<file path="config.mk">
export PLATFORM = sky130hd
export DESIGN_NAME = apb_slave_mem_responder
export DESIGN_NICKNAME = d
export VERILOG_FILES = /design/src/rtl/apb_global_pkg.sv /design/src/rtl/apb_slave_mem_array.sv /design/src/rtl/apb_slave_mem_responder.sv
export SDC_FILE = /design/constraint.sdc
export NUM_CORES = 1
export LEC_CHECK = 0
export BUFFER_PORTS_ARGS = -buffer_cell sky130_fd_sc_hd__buf_4
export CAP_MARGIN = 10
export CORE_ASPECT_RATIO = 2
export CORE_MARGIN = 2
export CORE_UTILIZATION = 49
export DETAILED_ROUTE_END_ITERATION = 10
export PLACE_DENSITY = 0.66
export SKIP_CTS_REPAIR_TIMING = 1
export SYNTH_ARGS = -nofsm -noshare
export SYNTH_HDL_FRONTEND = slang
export SYNTH_SLANG_ARGS = --single-unit
</file>
<file path="constraint.sdc">
create_clock -name pclk -period 4.8 [get_ports pclk]
set_input_delay 0.72 -clock pclk [delete_from_list [all_inputs] [get_ports pclk]]
set_output_delay 0.72 -clock pclk [all_outputs]
set_load 0.05 [all_outputs]
</file>
<file path="src/rtl/apb_global_pkg.sv">
// Shared APB types and constants.
//   NO_OF_SLAVES       width of the pselx bus
//   MAX_WAIT_STATES    largest wait-state count a completer may insert
//   tx_type_e          transfer direction as driven on pwrite
//   slave_error_e      completer response as driven on pslverr
//   slave_fsm_state_e  completer transfer state
package apb_global_pkg;

   localparam int NO_OF_SLAVES    = 1;
   localparam int MAX_WAIT_STATES = 15;

   typedef enum bit {READ = 1'b0, WRITE = 1'b1} tx_type_e;

   typedef enum bit {NO_ERROR = 1'b0, ERROR = 1'b1} slave_error_e;

   typedef enum bit {SLAVE_IDLE = 1'b0, SLAVE_ACCESS = 1'b1} slave_fsm_state_e;

endpackage

</file>
<file path="src/rtl/apb_slave_mem_array.sv">
// Byte-enabled word storage for the APB memory completer.
//   pclk    in   clock, write and clear on rising edge
//   preset  in   synchronous active-high clear of every word
//   we      in   write enable for word idx
//   idx     in   word index (write and read)
//   strb    in   byte lanes written when we=1
//   wdata   in   write data
//   rdata   out  combinational read of word idx
module apb_slave_mem_array #(
   parameter int unsigned DATA_WIDTH = 32,
   parameter int unsigned MEM_DEPTH  = 16,
   parameter int unsigned IDX_WIDTH  = 4
) (
   input  logic                    pclk,
   input  logic                    preset,
   input  logic                    we,
   input  logic [IDX_WIDTH-1:0]    idx,
   input  logic [DATA_WIDTH/8-1:0] strb,
   input  logic [DATA_WIDTH-1:0]   wdata,
   output logic [DATA_WIDTH-1:0]   rdata
);

   localparam int unsigned STRB_WIDTH = DATA_WIDTH / 8;

   logic [DATA_WIDTH-1:0] lane_mask;
   logic [DATA_WIDTH-1:0] words [MEM_DEPTH];

   for (genvar b = 0; b < STRB_WIDTH; b++) begin : g_lane
      assign lane_mask[b*8 +: 8] = {8{strb[b]}};
   end

   // One register per word so every index is a constant; lanes are merged
   // through a mask instead of per-byte writes.
   for (genvar w = 0; w < MEM_DEPTH; w++) begin : g_word
      logic [DATA_WIDTH-1:0] word_q;

      always_ff @(posedge pclk) begin
         if (preset) begin
            word_q <= '0;
         end else if (we && (idx == IDX_WIDTH'(w))) begin
            word_q <= (word_q & ~lane_mask) | (wdata & lane_mask);
         end
      end

      assign words[w] = word_q;
   end

   assign rdata = words[idx];

endmodule

</file>
<file path="src/rtl/apb_slave_mem_responder.sv">
// APB4 completer with byte-strobed memory and programmable wait states.
//   pclk             in   APB clock
//   preset           in   synchronous active-high reset
//   pselx            in   one-hot selects; bit SLAVE_INDEX addresses this instance
//   penable          in   access-phase indicator
//   pwrite           in   1 = WRITE, 0 = READ
//   paddr            in   byte address
//   pwdata           in   write data
//   pstrb            in   write byte lanes
//   pprot            in   protection attributes (bit 0 = privileged)
//   wait_states_cfg  in   wait states for the next transfer, sampled in setup
//   pready           out  transfer completes this cycle
//   prdata           out  read data, nonzero only in an OKAY read pready cycle
//   pslverr          out  error response, only asserted with pready
module apb_slave_mem_responder
   import apb_global_pkg::*;
#(
   parameter int unsigned ADDRESS_WIDTH = 32,
   parameter int unsigned DATA_WIDTH    = 32,
   parameter int unsigned MEM_DEPTH     = 16,
   parameter logic [31:0] BASE_ADDR     = 32'h0,
   parameter int unsigned SLAVE_INDEX   = 0,
   parameter int unsigned MAX_WAIT      = MAX_WAIT_STATES,
   parameter bit          PRIV_ONLY     = 1'b0
) (
   input  logic                     pclk,
   input  logic                     preset,
   input  logic [NO_OF_SLAVES-1:0]  pselx,
   input  logic                     penable,
   input  logic                     pwrite,
   input  logic [ADDRESS_WIDTH-1:0] paddr,
   input  logic [DATA_WIDTH-1:0]    pwdata,
   input  logic [DATA_WIDTH/8-1:0]  pstrb,
   input  logic [2:0]               pprot,
   input  logic [3:0]               wait_states_cfg,
   output logic                     pready,
   output logic [DATA_WIDTH-1:0]    prdata,
   output logic                     pslverr
);

   localparam int unsigned STRB_WIDTH = DATA_WIDTH / 8;
   localparam int unsigned ADDR_LSB   = $clog2(STRB_WIDTH);
   localparam int unsigned IDX_WIDTH  = (MEM_DEPTH > 1) ? $clog2(MEM_DEPTH) : 1;

   slave_fsm_state_e state_q, state_d;
   logic [3:0]       cnt_q, cnt_d;
   logic [3:0]       wait_load;
   logic             sel, setup;

   logic [ADDRESS_WIDTH-1:0] addr_lat;
   tx_type_e                 dir_lat;
   logic [DATA_WIDTH-1:0]    wdata_lat;
   logic [STRB_WIDTH-1:0]    strb_lat;
   logic                     priv_lat;

   logic [ADDRESS_WIDTH-1:0] base, off, word;
   slave_error_e             err_status;
   logic                     mem_we;
   logic [DATA_WIDTH-1:0]    mem_rdata;

   assign sel       = pselx[SLAVE_INDEX];
   assign setup     = sel && !penable;
   assign wait_load = (32'(wait_states_cfg) > MAX_WAIT) ? 4'(MAX_WAIT) : wait_states_cfg;

   // State register
   always_ff @(posedge pclk) begin
      if (preset) begin
         state_q <= SLAVE_IDLE;
         cnt_q   <= '0;
      end else begin
         state_q <= state_d;
         cnt_q   <= cnt_d;
      end
   end

   // Transfer attributes are captured in every setup phase, including a
   // setup that restarts an access already in progress.
   always_ff @(posedge pclk) begin
      if (preset) begin
         addr_lat  <= '0;
         dir_lat   <= READ;
         wdata_lat <= '0;
         strb_lat  <= '0;
         priv_lat  <= 1'b0;
      end else if (setup) begin
         addr_lat  <= paddr;
         dir_lat   <= tx_type_e'(pwrite);
         wdata_lat <= pwdata;
         strb_lat  <= pstrb;
         priv_lat  <= pprot[0];
      end
   end

   // Next-state logic
   always_comb begin
      state_d = state_q;
      cnt_d   = cnt_q;
      case (state_q)
         SLAVE_IDLE: begin
            if (setup) begin
               state_d = SLAVE_ACCESS;
               cnt_d   = wait_load;
            end
         end
         SLAVE_ACCESS: begin
            if (!sel) begin
               state_d = SLAVE_IDLE;
               cnt_d   = '0;
            end else if (!penable) begin
               cnt_d = wait_load;
            end else if (cnt_q != '0) begin
               cnt_d = cnt_q - 4'd1;
            end else begin
               state_d = SLAVE_IDLE;
            end
         end
         default: begin
            state_d = SLAVE_IDLE;
            cnt_d   = '0;
         end
      endcase
   end

   // Decode of the latched address
   assign base = ADDRESS_WIDTH'(BASE_ADDR);
   assign off  = addr_lat - base;
   assign word = off >> ADDR_LSB;

   always_comb begin
      err_status = NO_ERROR;
      if ((addr_lat < base) ||
          (word >= ADDRESS_WIDTH'(MEM_DEPTH)) ||
          ((addr_lat & ADDRESS_WIDTH'(STRB_WIDTH - 1)) != '0) ||
          ((dir_lat == READ) && (strb_lat != '0)) ||
          (PRIV_ONLY && !priv_lat)) begin
         err_status = ERROR;
      end
   end

   // Outputs; preset also gates them so a reset in the completing cycle
   // neither answers nor commits a write.
   always_comb begin
      pready  = 1'b0;
      pslverr = 1'b0;
      prdata  = '0;
      mem_we  = 1'b0;
      if (!preset && (state_q == SLAVE_ACCESS) && sel && penable && (cnt_q == '0)) begin
         pready  = 1'b1;
         pslverr = (err_status == ERROR);
         if (err_status == NO_ERROR) begin
            if (dir_lat == WRITE) begin
               mem_we = 1'b1;
            end else begin
               prdata = mem_rdata;
            end
         end
      end
   end

   apb_slave_mem_array #(
      .DATA_WIDTH (DATA_WIDTH),
      .MEM_DEPTH  (MEM_DEPTH),
      .IDX_WIDTH  (IDX_WIDTH)
   ) u_mem (
      .pclk   (pclk),
      .preset (preset),
      .we     (mem_we),
      .idx    (word[IDX_WIDTH-1:0]),
      .strb   (strb_lat),
      .wdata  (wdata_lat),
      .rdata  (mem_rdata)
   );

endmodule

</file>
* Yosys cells after proc, flatten, opt, wreduce, memory -nomap -nowiden *
Index checks and enable logic that the tools add are counted.

operators by class
  $add $sub $neg = 1
  magnitude comparators = 3
  equality and inequality tests = 17
  multiplexer cells = 22
  bitwise logic cells = 37
  reductions and logical operators = 33

operators by type and width
  kind                 number
  $and 32x32->32       17
  $or 32x32->32        16
  $mux 32              5
  $bmux 32 s4          1
  $eq 4x4->1 const B   8
  $lt 32x1->1 const B  1
  $not 32->32          1
  $reduce_bool 32->1   1
  $ge 30x5->1 const B  1
  $logic_and 1x1->1    22
  $eq 4x3->1 const B   4
  $mux 4               4
  $mux 1               10
  $eq 4x2->1 const B   2
  $logic_not 4->1      2
  $pmux 4 s2           1
  $reduce_bool 4->1    2
  $ge 5x5->1 const B   1
  $not 4->5            1
  $eq 4x1->1 const B   1
  $ne 4x3->1 const B   1
  $sub 4x1->4 const B  1
  $logic_or 1x1->1     3
  $logic_not 1->1      2
  4 further kinds      5

word-level totals
  bits in registers = 586
  input port bits = 80
  output and inout port bits = 34
  logic and storage cells = 135

* Depth between registers and ports, before layout *
  word-level depth = 8
  mapped depth = 8

* Modules after synthesis *
A second synthesis with hierarchy kept.

second synthesis, totals
  cell total of the unflattened synthesis = 3,105
  area, all modules = 26,696.9 um^2

modules (own cells, without submodules)
  module                   times used  cells an instance  area each (um^2)  seq. area each (um^2)
  apb_slave_mem_array      1           2,715              23,699.0          10,249.8
  apb_slave_mem_responder  1           390                2,997.9           1,481.4

* Least setup slack after synthesis *
Ideal clock, no wire load.

  kind = input port to output port
  start = in preset
  end = out pslverr
  data arrival time = 2,963 ps
  data required time = 4,080 ps
  path slack = 1,117 ps
  cell stages on the path = 5
  buffers on the path = 3
  cells stage by stage = clkbuf_1 > clkbuf_1 > clkbuf_1 > nor3_1 > o21a_1

on the way
  longest elaborated chain between the ends = 6

ends and longest elaborated chain
  what                            line                            source
  start: declaration              apb_slave_mem_responder.sv:27   input logic preset,
  $logic_not 1->1                 apb_slave_mem_responder.sv:147  if (!preset && (state_q == SLAVE_ACCESS) && sel && penable && (cnt_q == '0)) begin
  $logic_and 1x1->1 (4 in a row)  apb_slave_mem_responder.sv:147
  $mux 1                          apb_slave_mem_responder.sv:147
  end: declaration                apb_slave_mem_responder.sv:38   output logic pslverr

Every way passes these cells.

* Final worst setup path *
  start = reg addr_lat[2]
  end = out prdata[26]

on the way
  longest elaborated chain between the ends = 7
  elaborated cells between the ends (all ways) = 13
  those cells by class = order compare (2); mux (7); bitwise (1); reduce/logical (3)

ends and longest elaborated chain
  what                                                    line                                                            source
  start: declaration                                      apb_slave_mem_responder.sv:50                                   logic [ADDRESS_WIDTH-1:0] addr_lat;
  start signal: assignment                                apb_slave_mem_responder.sv:86                                   addr_lat <= paddr;
  $lt 32x1->1 (tied with other cells)                     apb_slave_mem_responder.sv:131                                  if ((addr_lat < base) ||
  $logic_or 1x1->1 / $bmux 32 s4 (equally long branches)  apb_slave_mem_responder.sv:131, apb_slave_mem_array.sv:48
  $logic_or 1x1->1 / $mux 32 (equally long branches)      apb_slave_mem_responder.sv:132, apb_slave_mem_array.sv:48
  $logic_or 1x1->1 / $mux 32 (equally long branches)      apb_slave_mem_responder.sv:133, apb_slave_mem_array.sv:48
  $mux 1 / $mux 32 (equally long branches)                apb_slave_mem_responder.sv:131, apb_slave_mem_responder.sv:151
  $mux 32 (*)                                             apb_slave_mem_responder.sv:150                                  if (err_status == NO_ERROR) begin
  $mux 32 (*)                                             apb_slave_mem_responder.sv:147
  end: declaration                                        apb_slave_mem_responder.sv:37                                   output logic [DATA_WIDTH-1:0] prdata,

Every way passes the cells marked *; elsewhere a longest branch is shown, timed or not. The select of a mux whose other input is x is not followed.

==> metrics.cfg <==
[status]
status=finished clean

[yosys]
ys_seq_area_frac=0.422
synth_warnings=0
syn_area_mm2=0.0278
syn_nets=2592
syn_avg_cell_area_um2=11.1
synth_top_area_share=0.422
yosysTopAreaCell=dfxtp_1
synth_edf_count=0
syn-instance-count=2511
netlist_top_cells_count=586 x dfxtp_1, 547 x nand2b_1, 512 x mux2i_1, 184 x clkbuf_1, 143 x nand2_1
yosys_register_bits=586
synth_cell_types=44
dominantRegCellSynth=dfxtp_1
ys_top_cells_by_area=dfxtp_1 42%, mux2i_1 18%, nand2b_1 12%
synth.most_common_cell=dfxtp_1
synth-async-reset-ratio=0

[drt]
post_drt_wl_per_cell_um=20.4
drc=0
routed_wl_um=66200
drt_iter0_drc=888
drtPass1Iterations=4
drtAntennaViolNets=0
vias=18007
vias_per_cell=5.54

[critical_path]
worst-r2r-cell-count=7
critPathLaunchType=register
rrSetupSlack_ns=1.65
path_class=reg2out
timing.rr.start=cnt_q[0]$_SDFFE_PP0P_
path_cells=buf_12, mux4_2, a22oi_1, a21oi_1, buf_4
critical_path_required_ns=4.08
cp_max_fo=51
crit_slowest_cell=dfxtp_4
cpLargestDelayFamily=flip-flops
critPathCaptureType=output pin
crit_buf_inv=2
slowest_delay_ns=1.02
crit_arrival_ns=3.23

[clocking]
cts_buffer_depth=3
tritoncts=yes
clock_latency_ns=0.61
path_clk_slew_ns=0.07
h-tree-depth=2
clk_root_buffer_cell=clkbuf_16
cts_buffers=52
clkSinkCount=586

[global_routing]
track_usage=0.230
grt_antenna_before_repair=0
grt_pass1_wl_um=106000
grt_overflow=0
grt_start_max_net_pins=219
grt_pass1_vias=19160

[power_and_ir_drop]
peakVddDrop_mv=0.257
pwr-share-clk=0.439
cellLeakagePower_nw=13.5
swShare=0.233
power_frac_seq=0.500
internal_power_w=0.00758
power_switching_w=0.00230
p_comb_frac=0.061
powerDensity_mw_per_mm2=323

[layout]
area_growth_pct=9.98
final_cells=3253
drive_above_1_share=0.167
num_antenna_cells=0
num-nets-final=2544
fin_area_mm2=0.0305

[placed_design]
dp_slack_ns=1.41
routabilityCongestion=0.751
dpl_cell_area_mm2=0.0288
port_buffers=110
placedCellCount=3159
dp.final_hpwl_um=43800

[floorplan]
core-area_mm2=0.0562
die_h_um=341
fp.dieArea_mm2=0.0587
chipWidth_um=172
rows=123
initial_core_util=0.494
io_pins=114

[min_path]
min_to=strb_lat[1]$_SDFFE_PP0P_
min_from=pstrb[1]
holdPathStages=3
worstHoldPathType=in2reg

[timing]
drv_slew=0
rsz0062_at_grt=false
finalSetupViolations=0
tns_ns=0
worst_slack_ns=0.853
skew_ns=0.0263
maxSlewHeadroom=0.262
period_share=0.822
fmax_ghz=0.253
worst_pin_slew_ns=1.10
min_period_ns=3.95
hold_viol_final=0

[job]
maxCapViolations=0

[layer usage]
metal,global-route usage,share of wire,vias up
met5,0,0,-
met4,0.0716,0.027,0
met3,0.0253,0.027,101
met2,0.434,0.55,264
met1,0.266,0.40,8985
li1,-,-,8657
[layout make-up]
| type | count | area, µm² |
|---|---|---|
| Timing Repair Buffer | 131 | 1090 |
| Multi-Input combinational cell | 1687 | 15000 |
| Inverter | 5 | 18.8 |
| Tap cell | 750 | 938 |
| Clock buffer | 81 | 1570 |
| Fill cell | 4909 | 25600 |
| Clock inverter | 13 | 176 |
| Sequential cell | 586 | 11700 |
[power by group through the flow]
stage                     combinational [W]  clock (W)  sequential [W]
after floorplan                    0.000483          0         0.00501
after global placement             0.000596          0         0.00505
after detailed placement           0.000611          0         0.00505
after CTS                          0.000611    0.00445         0.00494
after global routing               0.000648    0.00460         0.00494
final                              0.000606    0.00433         0.00494
[worst register-to-register path: stages (launching register included)]
cell	delay, ns
dfxtp_1	0.34
inv_1	0.07
ha_1	0.19
or3b_4	0.45
nor4b_4	0.36
buf_12	0.59
and4_1	0.80
mux2i_1	0.27
[logic make-up (layout without fill, tap and decap cells)]
logic type                 Yosys count  in the layout  share of synthesized area
muxes                              640            640                      0.288
buffers and inverters              238            230                     0.0387
adders and majority gates            1              1                   0.000451
DFF                                586            586                      0.422
AOI/OAI and AO/OA                  183            183                     0.0398
and+or+nand+nor                    863            863                      0.210
[per-stage QoR]
stage	hold WS, ns	power (W)	util
3_5_place_dp	0.447	0.00566	0.513
5_1_grt	0.358	0.0102	0.544
4_1_cts	0.328	0.00999	0.544
3_3_place_gp	0.444	0.00564	0.513
2_1_floorplan	0.436	0.00550	-
6_report	0.368	0.00988	0.544
[worst max-delay path by stage]
stage	startpoint	depth (start not counted)	slack, ns	endpoint
global route	addr_lat[2]$_SDFFE_PP0P_	5	0.61	prdata[7]
global placement	addr_lat[2]$_SDFFE_PP0P_	5	1.41	prdata[15]
floorplan	preset	5	1.12	pslverr
CTS	addr_lat[2]$_SDFFE_PP0P_	5	0.75	prdata[23]
detailed placement	addr_lat[2]$_SDFFE_PP0P_	5	1.41	prdata[23]
finish	addr_lat[2]$_SDFFE_PP0P_	5	0.85	prdata[26]
[cells in the final DEF (no fill, tap or decap), types with 53 or more instances in the layout]
| cell | instances |
|---|---|
| clkbuf_16 | 53 |
| buf_4 | 122 |
| nand4_4 | 60 |
| a21oi_1 | 104 |
| a22oi_1 | 65 |
| dfxtp_1 | 584 |
| nand2b_1 | 546 |
| nor2_1 | 65 |
| mux2i_1 | 512 |
| mux4_2 | 128 |
| nand2_1 | 143 |
Power figures use the tool's default switching activity.
